File: config.mk
export PLATFORM = sky130hd
export DESIGN_NAME = ysyx_lsu_axi
export DESIGN_NICKNAME = d
export VERILOG_FILES = /design/src/rtl/ysyx_lsu_axi_pkg.sv /design/src/rtl/ysyx_lsu_axi_walign.sv /design/src/rtl/ysyx_lsu_axi.sv
export SDC_FILE = /design/constraint.sdc
export NUM_CORES = 1
export LEC_CHECK = 0
export BUFFER_PORTS_ARGS = -buffer_cell sky130_fd_sc_hd__buf_2
export CORE_AREA = 2 2 117 119
export CTS_CLUSTER_SIZE = 24
export DETAILED_ROUTE_END_ITERATION = 16
export DIE_AREA = 0 0 119 121
export PLACE_DENSITY = 0.78
export SYNTH_ARGS = -nofsm -noshare
export SYNTH_HDL_FRONTEND = slang
export SYNTH_HIERARCHICAL = 1
export SYNTH_SLANG_ARGS = --single-unit
export TNS_END_PERCENT = 100
File: constraint.sdc
create_clock -name clock -period 2.3 [get_ports clock]
set_input_delay 0.345 -clock clock [delete_from_list [all_inputs] [get_ports clock]]
set_output_delay 0.345 -clock clock [all_outputs]
set_load 0.02 [all_outputs]
File: src/rtl/ysyx_lsu_axi_pkg.sv
`default_nettype none
// ============================================================================
//  Module   : ysyx_lsu_axi_pkg
//  Purpose  : Shared types and helpers for the LSU-to-AXI4-Lite bridge.
//             - read / write FSM state encodings
//             - AXI response codes
//             - byte-mask to AXI size conversion
//             - response error classification
//  Revision : 1.0  initial release
// ============================================================================
package ysyx_lsu_axi_pkg;

    typedef enum logic [1:0] {
        R_IDLE = 2'd0,
        R_AR   = 2'd1,
        R_R    = 2'd2,
        R_DONE = 2'd3
    } rstate_t;

    typedef enum logic [1:0] {
        W_IDLE = 2'd0,
        W_REQ  = 2'd1,
        W_B    = 2'd2,
        W_DONE = 2'd3
    } wstate_t;

    localparam logic [1:0] RESP_OKAY   = 2'd0;
    localparam logic [1:0] RESP_SLVERR = 2'd2;
    localparam logic [1:0] RESP_DECERR = 2'd3;

    // Byte mask (right-justified) to AXI size; anything unexpected is
    // treated as a full word.
    function automatic logic [2:0] strb_to_size(input logic [7:0] strb);
        case (strb)
            8'h01:   return 3'd0;
            8'h03:   return 3'd1;
            default: return 3'd2;
        endcase
    endfunction

    // Every response other than OKAY counts as an error, including EXOKAY,
    // which a single-beat non-exclusive access should never receive.
    function automatic logic resp_is_err(input logic [1:0] resp);
        case (resp)
            RESP_OKAY:   return 1'b0;
            RESP_SLVERR: return 1'b1;
            RESP_DECERR: return 1'b1;
            default:     return 1'b1;
        endcase
    endfunction

endpackage
`default_nettype wire

File: src/rtl/ysyx_lsu_axi_walign.sv
`default_nettype none
// ============================================================================
//  Module   : ysyx_lsu_axi_walign
//  Purpose  : Combinational store lane shifter. Moves right-justified store
//             data and byte strobes into the lanes selected by the low two
//             address bits.
//  Ports    : offset      in   address bits [1:0]
//             wdata       in   right-justified store data
//             wstrb       in   right-justified byte strobes
//             lane_wdata  out  lane-aligned store data
//             lane_wstrb  out  lane-aligned strobes (truncated to 4 bits)
//  Revision : 1.0  initial release
// ============================================================================
module ysyx_lsu_axi_walign #(
    parameter int XLEN = 32
) (
    input  logic [1:0]      offset,
    input  logic [XLEN-1:0] wdata,
    input  logic [3:0]      wstrb,
    output logic [XLEN-1:0] lane_wdata,
    output logic [3:0]      lane_wstrb
);

    // A halfword at offset 3 is not flagged; its upper byte simply falls off
    // the top of both the data and the strobe.
    always_comb begin
        lane_wdata = wdata << {offset, 3'b000};
        lane_wstrb = wstrb << offset;
    end

endmodule
`default_nettype wire

File: src/rtl/ysyx_lsu_axi.sv
`default_nettype none
// ============================================================================
//  Module   : ysyx_lsu_axi
//  Purpose  : Bridges the LSU's level-held load/store requests to single-beat
//             32-bit AXI4-Lite transactions. Stores take priority over loads
//             and the two directions are never in flight together.
//  Ports    : clock, reset             clock, synchronous active-high reset
//             lsu_ar* / lsu_rstrb      load request from the LSU
//             bus_rdata, lsu_rvalid    raw load word and completion pulse
//             lsu_aw* / lsu_w*         store request from the LSU
//             lsu_wready               store completion pulse
//             m_ar* m_r* m_aw* m_w* m_b*  AXI4-Lite manager interface
//             bus_err                  sticky bus error (cleared by reset)
//  Revision : 1.0  initial release
// ============================================================================
module ysyx_lsu_axi
    import ysyx_lsu_axi_pkg::*;
#(
    parameter int XLEN = 32
) (
    input  logic            clock,
    input  logic            reset,

    input  logic [XLEN-1:0] lsu_araddr,
    input  logic            lsu_arvalid,
    input  logic [7:0]      lsu_rstrb,
    output logic [XLEN-1:0] bus_rdata,
    output logic            lsu_rvalid,

    input  logic [XLEN-1:0] lsu_awaddr,
    input  logic            lsu_awvalid,
    input  logic [XLEN-1:0] lsu_wdata,
    input  logic [7:0]      lsu_wstrb,
    input  logic            lsu_wvalid,
    output logic            lsu_wready,

    output logic [XLEN-1:0] m_araddr,
    output logic [2:0]      m_arsize,
    output logic            m_arvalid,
    input  logic            m_arready,

    input  logic [XLEN-1:0] m_rdata,
    input  logic [1:0]      m_rresp,
    input  logic            m_rvalid,
    output logic            m_rready,

    output logic [XLEN-1:0] m_awaddr,
    output logic [2:0]      m_awsize,
    output logic            m_awvalid,
    input  logic            m_awready,

    output logic [XLEN-1:0] m_wdata,
    output logic [3:0]      m_wstrb,
    output logic            m_wvalid,
    input  logic            m_wready,

    input  logic [1:0]      m_bresp,
    input  logic            m_bvalid,
    output logic            m_bready,

    output logic            bus_err
);

    rstate_t r_state, r_next;
    wstate_t w_state, w_next;

    logic            aw_done, w_done;
    logic            store_req;
    logic            rd_start, wr_start;
    logic [XLEN-1:0] lane_wdata;
    logic [3:0]      lane_wstrb;

    // Any hint of a store holds loads back, so a store presented in the same
    // cycle as a load (or later, while the load still waits) goes first.
    assign store_req = lsu_awvalid | lsu_wvalid;
    assign rd_start  = (r_state == R_IDLE) && (w_state == W_IDLE)
                       && lsu_arvalid && !store_req;
    assign wr_start  = (w_state == W_IDLE) && (r_state == R_IDLE)
                       && lsu_awvalid && lsu_wvalid;

    ysyx_lsu_axi_walign #(
        .XLEN (XLEN)
    ) u_walign (
        .offset     (lsu_awaddr[1:0]),
        .wdata      (lsu_wdata),
        .wstrb      (lsu_wstrb[3:0]),
        .lane_wdata (lane_wdata),
        .lane_wstrb (lane_wstrb)
    );

    // ------------------------------------------------------------------
    // State registers
    // ------------------------------------------------------------------
    always_ff @(posedge clock) begin
        if (reset) begin
            r_state <= R_IDLE;
            w_state <= W_IDLE;
        end else begin
            r_state <= r_next;
            w_state <= w_next;
        end
    end

    // ------------------------------------------------------------------
    // Read FSM: next state and outputs
    // ------------------------------------------------------------------
    always_comb begin
        r_next     = r_state;
        m_arvalid  = 1'b0;
        m_rready   = 1'b0;
        lsu_rvalid = 1'b0;
        case (r_state)
            R_IDLE: begin
                if (rd_start) r_next = R_AR;
            end
            R_AR: begin
                m_arvalid = 1'b1;
                if (m_arready) r_next = R_R;
            end
            R_R: begin
                m_rready = 1'b1;
                if (m_rvalid) r_next = R_DONE;
            end
            R_DONE: begin
                lsu_rvalid = 1'b1;
                r_next     = R_IDLE;
            end
            default: r_next = R_IDLE;
        endcase
    end

    // ------------------------------------------------------------------
    // Write FSM: next state and outputs. AW and W are independent; each
    // valid drops after its own handshake, tracked by aw_done / w_done.
    // ------------------------------------------------------------------
    always_comb begin
        w_next     = w_state;
        m_awvalid  = 1'b0;
        m_wvalid   = 1'b0;
        m_bready   = 1'b0;
        lsu_wready = 1'b0;
        case (w_state)
            W_IDLE: begin
                if (wr_start) w_next = W_REQ;
            end
            W_REQ: begin
                m_awvalid = !aw_done;
                m_wvalid  = !w_done;
                if ((aw_done || m_awready) && (w_done || m_wready))
                    w_next = W_B;
            end
            W_B: begin
                m_bready = 1'b1;
                if (m_bvalid) w_next = W_DONE;
            end
            W_DONE: begin
                lsu_wready = 1'b1;
                w_next     = W_IDLE;
            end
            default: w_next = W_IDLE;
        endcase
    end

    // ------------------------------------------------------------------
    // Captured request fields, read data, handshake flags, sticky error.
    // Captured fields stay put for the whole transaction, so an LSU that
    // drops its request early still sees the access finish.
    // ------------------------------------------------------------------
    always_ff @(posedge clock) begin
        if (reset) begin
            m_araddr  <= '0;
            m_arsize  <= 3'd0;
            m_awaddr  <= '0;
            m_awsize  <= 3'd0;
            m_wdata   <= '0;
            m_wstrb   <= 4'd0;
            bus_rdata <= '0;
            bus_err   <= 1'b0;
            aw_done   <= 1'b0;
            w_done    <= 1'b0;
        end else begin
            if (rd_start) begin
                m_araddr <= lsu_araddr;
                m_arsize <= strb_to_size(lsu_rstrb);
            end

            if ((r_state == R_R) && m_rvalid) begin
                bus_rdata <= m_rdata;
                if (resp_is_err(m_rresp)) bus_err <= 1'b1;
            end

            if (wr_start) begin
                m_awaddr <= lsu_awaddr;
                m_awsize <= strb_to_size(lsu_wstrb);
                m_wdata  <= lane_wdata;
                m_wstrb  <= lane_wstrb;
                aw_done  <= 1'b0;
                w_done   <= 1'b0;
            end else if (w_state == W_REQ) begin
                if (m_awvalid && m_awready) aw_done <= 1'b1;
                if (m_wvalid && m_wready)   w_done  <= 1'b1;
            end

            if ((w_state == W_B) && m_bvalid && resp_is_err(m_bresp))
                bus_err <= 1'b1;
        end
    end

endmodule
`default_nettype wire

# Word level (Yosys, flattened, before mapping)
# Index checks and enable logic that the tools add are counted.
# totals
reg_bits	145
wordCells	84
out_inout_bits	146
# op_classes
eq_ne	16
shifts	2
n_reduce_logical	28
n_bitwise	1
mux	25
# op_table
operator	n
left shift 32 x 5 -> 32 bit	1
equality test 8 x 1 -> 1 bit, second input constant	2
equality test 8 x 2 -> 1 bit, second input constant	2
one-hot mux 2 bit (4 select lines)	2
two-way mux 1 bit	15
two-way mux 2 bit	6
inequality test 2 bit, second input constant	6
logical AND 1 bit	11
equality test 2 bit, second input constant	4
logical NOT 2 bit	4
one-hot mux 2 bit (2 select lines)	2
AND reduction 2 bit	3
AND reduction 3 bit	2
equality test 2 x 1 -> 1 bit, second input constant	2
nonzero test 2 bit	2
left shift 4 x 2 -> 4 bit	1
logical NOT 1 bit	3
logical OR 1 bit	2
OR reduction 2 bit	1
OR 1 bit	1

# Logic depth before layout (Yosys ltp)
# depth
word_depth	7
depth_mapped	8
mapped_depth_nobuf	6

# Modules after synthesis
# Netlist, hierarchy kept.
# modules_own_cells
module	cells_per_inst	n_inst	area_each_um2
ysyx_lsu_axi	655	1	5163.7
ysyx_lsu_axi_walign	72	1	609.3

# Worst setup path before layout
# OpenSTA, ideal clock, no wires.
# synth_path
path_type	register to register
startpoint	register r_state[0]
endpoint	register r_state[1]
arrival_time_ps	1775
n_path_buf	1
stages_incl_launch_ff	8
setup_time_ps	72
required_time_ps	2228
synth_period_minus_slack_ps	1846
slack_ps	454
path_cell_list	dfxtp_1 inv_1 ha_1 nand2_1 or4b_1 buf_2 a221oi_2 mux2i_1
# synth_via
elab_chain_len	6
elab_cells_between_ends	12
cone_classes	6 x eq/ne; 1 x mux; 5 x reduce/logical
# synth_rtl
item	line	source
start, declared	ysyx_lsu_axi.sv:64	rstate_t r_state, r_next;
start signal, assigned	ysyx_lsu_axi.sv:99	r_state <= r_next;
logical NOT 2 bit	ysyx_lsu_axi.sv:76, ysyx_lsu_axi.sv:112	
logical AND 1 bit	ysyx_lsu_axi.sv:76	assign rd_start = (r_state == R_IDLE) && (w_state == W_IDLE)
logical AND 1 bit (2 in series)	ysyx_lsu_axi.sv:77	&& lsu_arvalid && !store_req;
inequality test 2 bit (no source line)	-	
AND reduction 3 bit (no source line)	-	
# Several ways; a longest one is shown, not always the timed one.
# A chain may end at the register's enable or synchronous reset.

# Final worst setup path
# layout_path
startpoint	register r_state[0]
endpoint	register m_araddr[1]
# layout_via
elab_chain_len	4
# layout_rtl
item	line	source
logical NOT 2 bit	ysyx_lsu_axi.sv:76	
logical AND 1 bit	ysyx_lsu_axi.sv:76	
logical AND 1 bit (2 in series)	ysyx_lsu_axi.sv:77	
end signal, assigned	ysyx_lsu_axi.sv:183	m_araddr <= lsu_araddr;
end, declared	ysyx_lsu_axi.sv:37	output logic [XLEN-1:0] m_araddr,
# No other way between the ends.

==> impl_summary.txt <==
----------------------------------------------------
[Outcome]
  Status ... finished clean

[Final layout]
  Post-layout utilization of the core ... 0.6107
  Final instance area ... 7991 sq um
  Total area of sequential cells ... 2863 sq um
  Area of the multi-input gates ... ~2600 sq um
  Share of layout cells above drive strength 1 ... 0.3412
  Non-Filler Instances ... 1196
  Number of nets in the finished design ... 1174
  Number of inserted filler cells in the final layout ... 1221
  Layout area overhead ... 38.43%
  Number of inserted diodes ... 0

[Timing]
  WHS ... 0.1679 ns
  Post-route minimum period ... 2.069 ns
  Final Hold Vio Count ... 0
  Setup total negative slack ... 0 ns
  Final-report setup violation count ... 0
  Setup Skew ... 0.004770 ns
  Final worst-path setup slack ... 0.2308 ns
  Final max-slew violation count ... 0
  Unrepaired setup endpoints after global routing ... false
  Worst-case headroom to the max-slew limit ... 0.5965
  Tightest Pin Transition ... slightly above 0.6 ns
  Maximum clock frequency ... 483.3 MHz
  Final critical-path share of the clock period ... 0.8996

[Synthesis]
  Count of different cell masters after synthesis ... 33
  Number of warnings issued by yosys ... 6
  Cell area after technology mapping ... 5773 sq um
  Post-synthesis area per instance ... 7.941 sq um
  Area share of the largest cell type after synthesis ... 0.4959
  Main synth FF type ... dfxtp_1
  Post-Synthesis Cells ... roughly 730
  Share of flip-flops with an asynchronous set or reset after synthesis ... 0
  Share of the yosys chip area belonging to registers ... 0.4959
  Largest family of logic cells by synthesized area ... simple AND/OR/NAND/NOR gates
  Share of synthesized cell area in full adder, half adder and majority cells ... 0.01951
  Biggest area consumer among synthesized cells ... dfxtp_1
  Mux cell area share after synthesis ... 0.06762
  Compound-cell area share of the yosys netlist ... 0.1441
  Simple-Gate Fraction of Synth Area ... 0.2232
  Top area cells in the synthesized netlist ... dfxtp_1 50%, nand2_1 17%, a21oi_1 12%, mux2i_1 6.8%, clkbuf_1 2.6%
  Most instantiated cells after synthesis ... 269 x nand2_1, 143 x dfxtp_1, 136 x a21oi_1
  Most instantiated library cell after synthesis ... nand2_1
  Number of storage elements in the synthesis netlist ... 143
  Post-Synth XOR/XNOR Area ... 0
  EDFF count, synth ... 0

[Routing]
  Overall routed net length ... 17.02 mm
  DRC ... 0
  Drt initial violations ... 341
  Remaining number of nets flagged by the antenna check after routing ... 0
  First-pass iteration count of the detailed router ... 4
  Routed wire length per instance ... around 14 um
  Via count ... between 5000 and 6000
  Post-DR vias/cell ... 4.903

[Placed design]
  Count of buffers from port buffering ... 301
  HPWL Detailed ... approximately 12 mm
  Placed cell areas ... 7410 sq um
  Setup slack after placement ... 0.2744 ns
  Cell count after placement ... 1164
  Placer's final routability congestion estimate ... approximately 0.79

[Global route]
  Maximum number of pins on one net before global-route repair ... 70
  Overflow left after global routing ... 0
  Total routing resource utilization after global routing ... 0.2292
  First-pass GRT wire length ... 26.41 mm
  Via count of the first global-routing pass ... between 5000 and 6000
  Number of antenna violations at the first check in global routing ... 0

[Die]
  Die span in y ... 121 um
  Die width ... between 100 and 150 um
  FP Rows ... 42
  Die footprint ... 14400 sq um
  Placeable Area ... 13090 sq um
  I/O pins ... between 300 and 400
  Starting Density ... 0.4412

[CTS]
  Setup Buffers After CTS ... 0
  Resize count post-CTS ... 0
  Cell at the root of the clock tree ... clkbuf_16
  Register clock-pin slew on the reported worst setup and hold paths ... 0.06 ns
  Clock insertion delay at the later pin of the skew report ... between 0.4 and 0.5 ns
  Number of buffers on the longest clock path ... 2
  Post-cts hold buffer count ... 0
  Num Clock Sinks ... about 140
  TritonCTS Buffers ... 17
  H-tree level count ... 4
  Clock tree from TritonCTS ... yes

[Setup path]
  WS Path Type ... flip-flop to flip-flop
  CP Capture Type ... flip-flop
  Crit path DAT ... 2.36 ns
  Worst-path maximum fanout ... 33
  Critical Path Source Type ... flip-flop
  Data required, critical path ... 2.59 ns

[Power and ir drop]
  IR Drop Worst-Case VDD ... 0.5052 mV
  Power after layout ... 7.446 mW
  LEAKAGE ... between 3 and 4 nW
  Ratio of total power to cell area ... about 930 nW/um^2

[Flow run]
  Count of maximum capacitance violations ... 0

[Worst hold path]
  Tightest Hold Check Type ... primary input to flip-flop

----------------------------------------------------
## report_power, final
part | switching, mW | internal, mW | leakage (nW) | total, mW
clock | 1.05 | 1.63 | 0.272 | 2.68
combinational | 1.23 | 0.666 | 2.29 | 1.90
sequential | 0.134 | 2.74 | 1.16 | 2.87
## state kept, by name, summed over array words and instances (netlist names)
name,cells
m_arsize,2
m_wstrb,4
m_awaddr,32
m_wdata,32
aw_done,1
bus_rdata,32
w_state,2
m_araddr,32
w_done,1
bus_err,1
m_awsize,2
r_state,2
## worst max-delay path, stage by stage, from the launching register on
cell	delay, ns
dfxtp_1	0.34
inv_1	0.09
ha_1	0.27
nand2_1	0.21
or4b_1	0.57
buf_4	0.27
nand2_1	0.11
a21oi_1	0.07
## path summary, 6_finish.rpt
check | startpoint | cells after the start | endpoint | slack, ns
setup reg to reg | r_state[0]$_SDFFE_PP0P_ | 7 | m_araddr[1]$_SDFFE_PP0P_ | 0.23
hold reg to reg | m_awsize[0]$_SDFFE_PP0P_ | 2 | m_awsize[0]$_SDFFE_PP0P_ | 0.45
hold / removal | m_rdata[26] | 3 | bus_rdata[26]$_SDFFE_PP0N_ | 0.17
setup / recovery | r_state[0]$_SDFFE_PP0P_ | 7 | m_araddr[1]$_SDFFE_PP0P_ | 0.23
## per-layer routing
| layer | vias up | track usage | part of all wire |
|---|---|---|---|
| met5 | - | 0 | 0 |
| met4 | 0 | 0.08929 | 0.018 |
| met3 | 24 | 0.06250 | 0.070 |
| met2 | 247 | 0.4066 | 0.51 |
| met1 | 2656 | 0.2620 | 0.41 |
| li1 | 2937 | - | - |
## layout by cell type, fill, tap and decap left out, types with 2 or more instances in the layout
cell	count
nor3_1	3
mux2i_1	39
clkinv_2	3
a211oi_1	2
o2bb2ai_1	9
nor2_1	18
dfxtp_1	143
a21oi_1	136
inv_1	8
nand2b_1	6
and2_1	10
buf_2	300
nand2_1	269
conb_1	2
buf_4	9
bufinv_16	2
buf_12	4
clkbuf_16	17
inv_6	2
clkinvlp_4	5
and3_1	2
nor2b_1	2
ha_1	9
nand3_1	3
nor4_1	2
## cell type report
class	instances	share of cell area
Clock buffer	19	0.05543
Clock inverter	13	0.01738
Inverter	8	0.003758
Multi-Input combinational cell	524	0.3313
Sequential cell	143	0.3582
Tap cell	176	0.02756
Timing Repair Buffer	313	0.2064
## logic make-up (layout without fill, tap and decap cells)
family	count (synthesis)	in the layout
buf+inv	61	353
mux	39	39
compound gates	154	154
other cells	1	2
flops	143	143
fa+ha+maj	9	9
simple gates	320	320
Power figures use the tool's default switching activity.
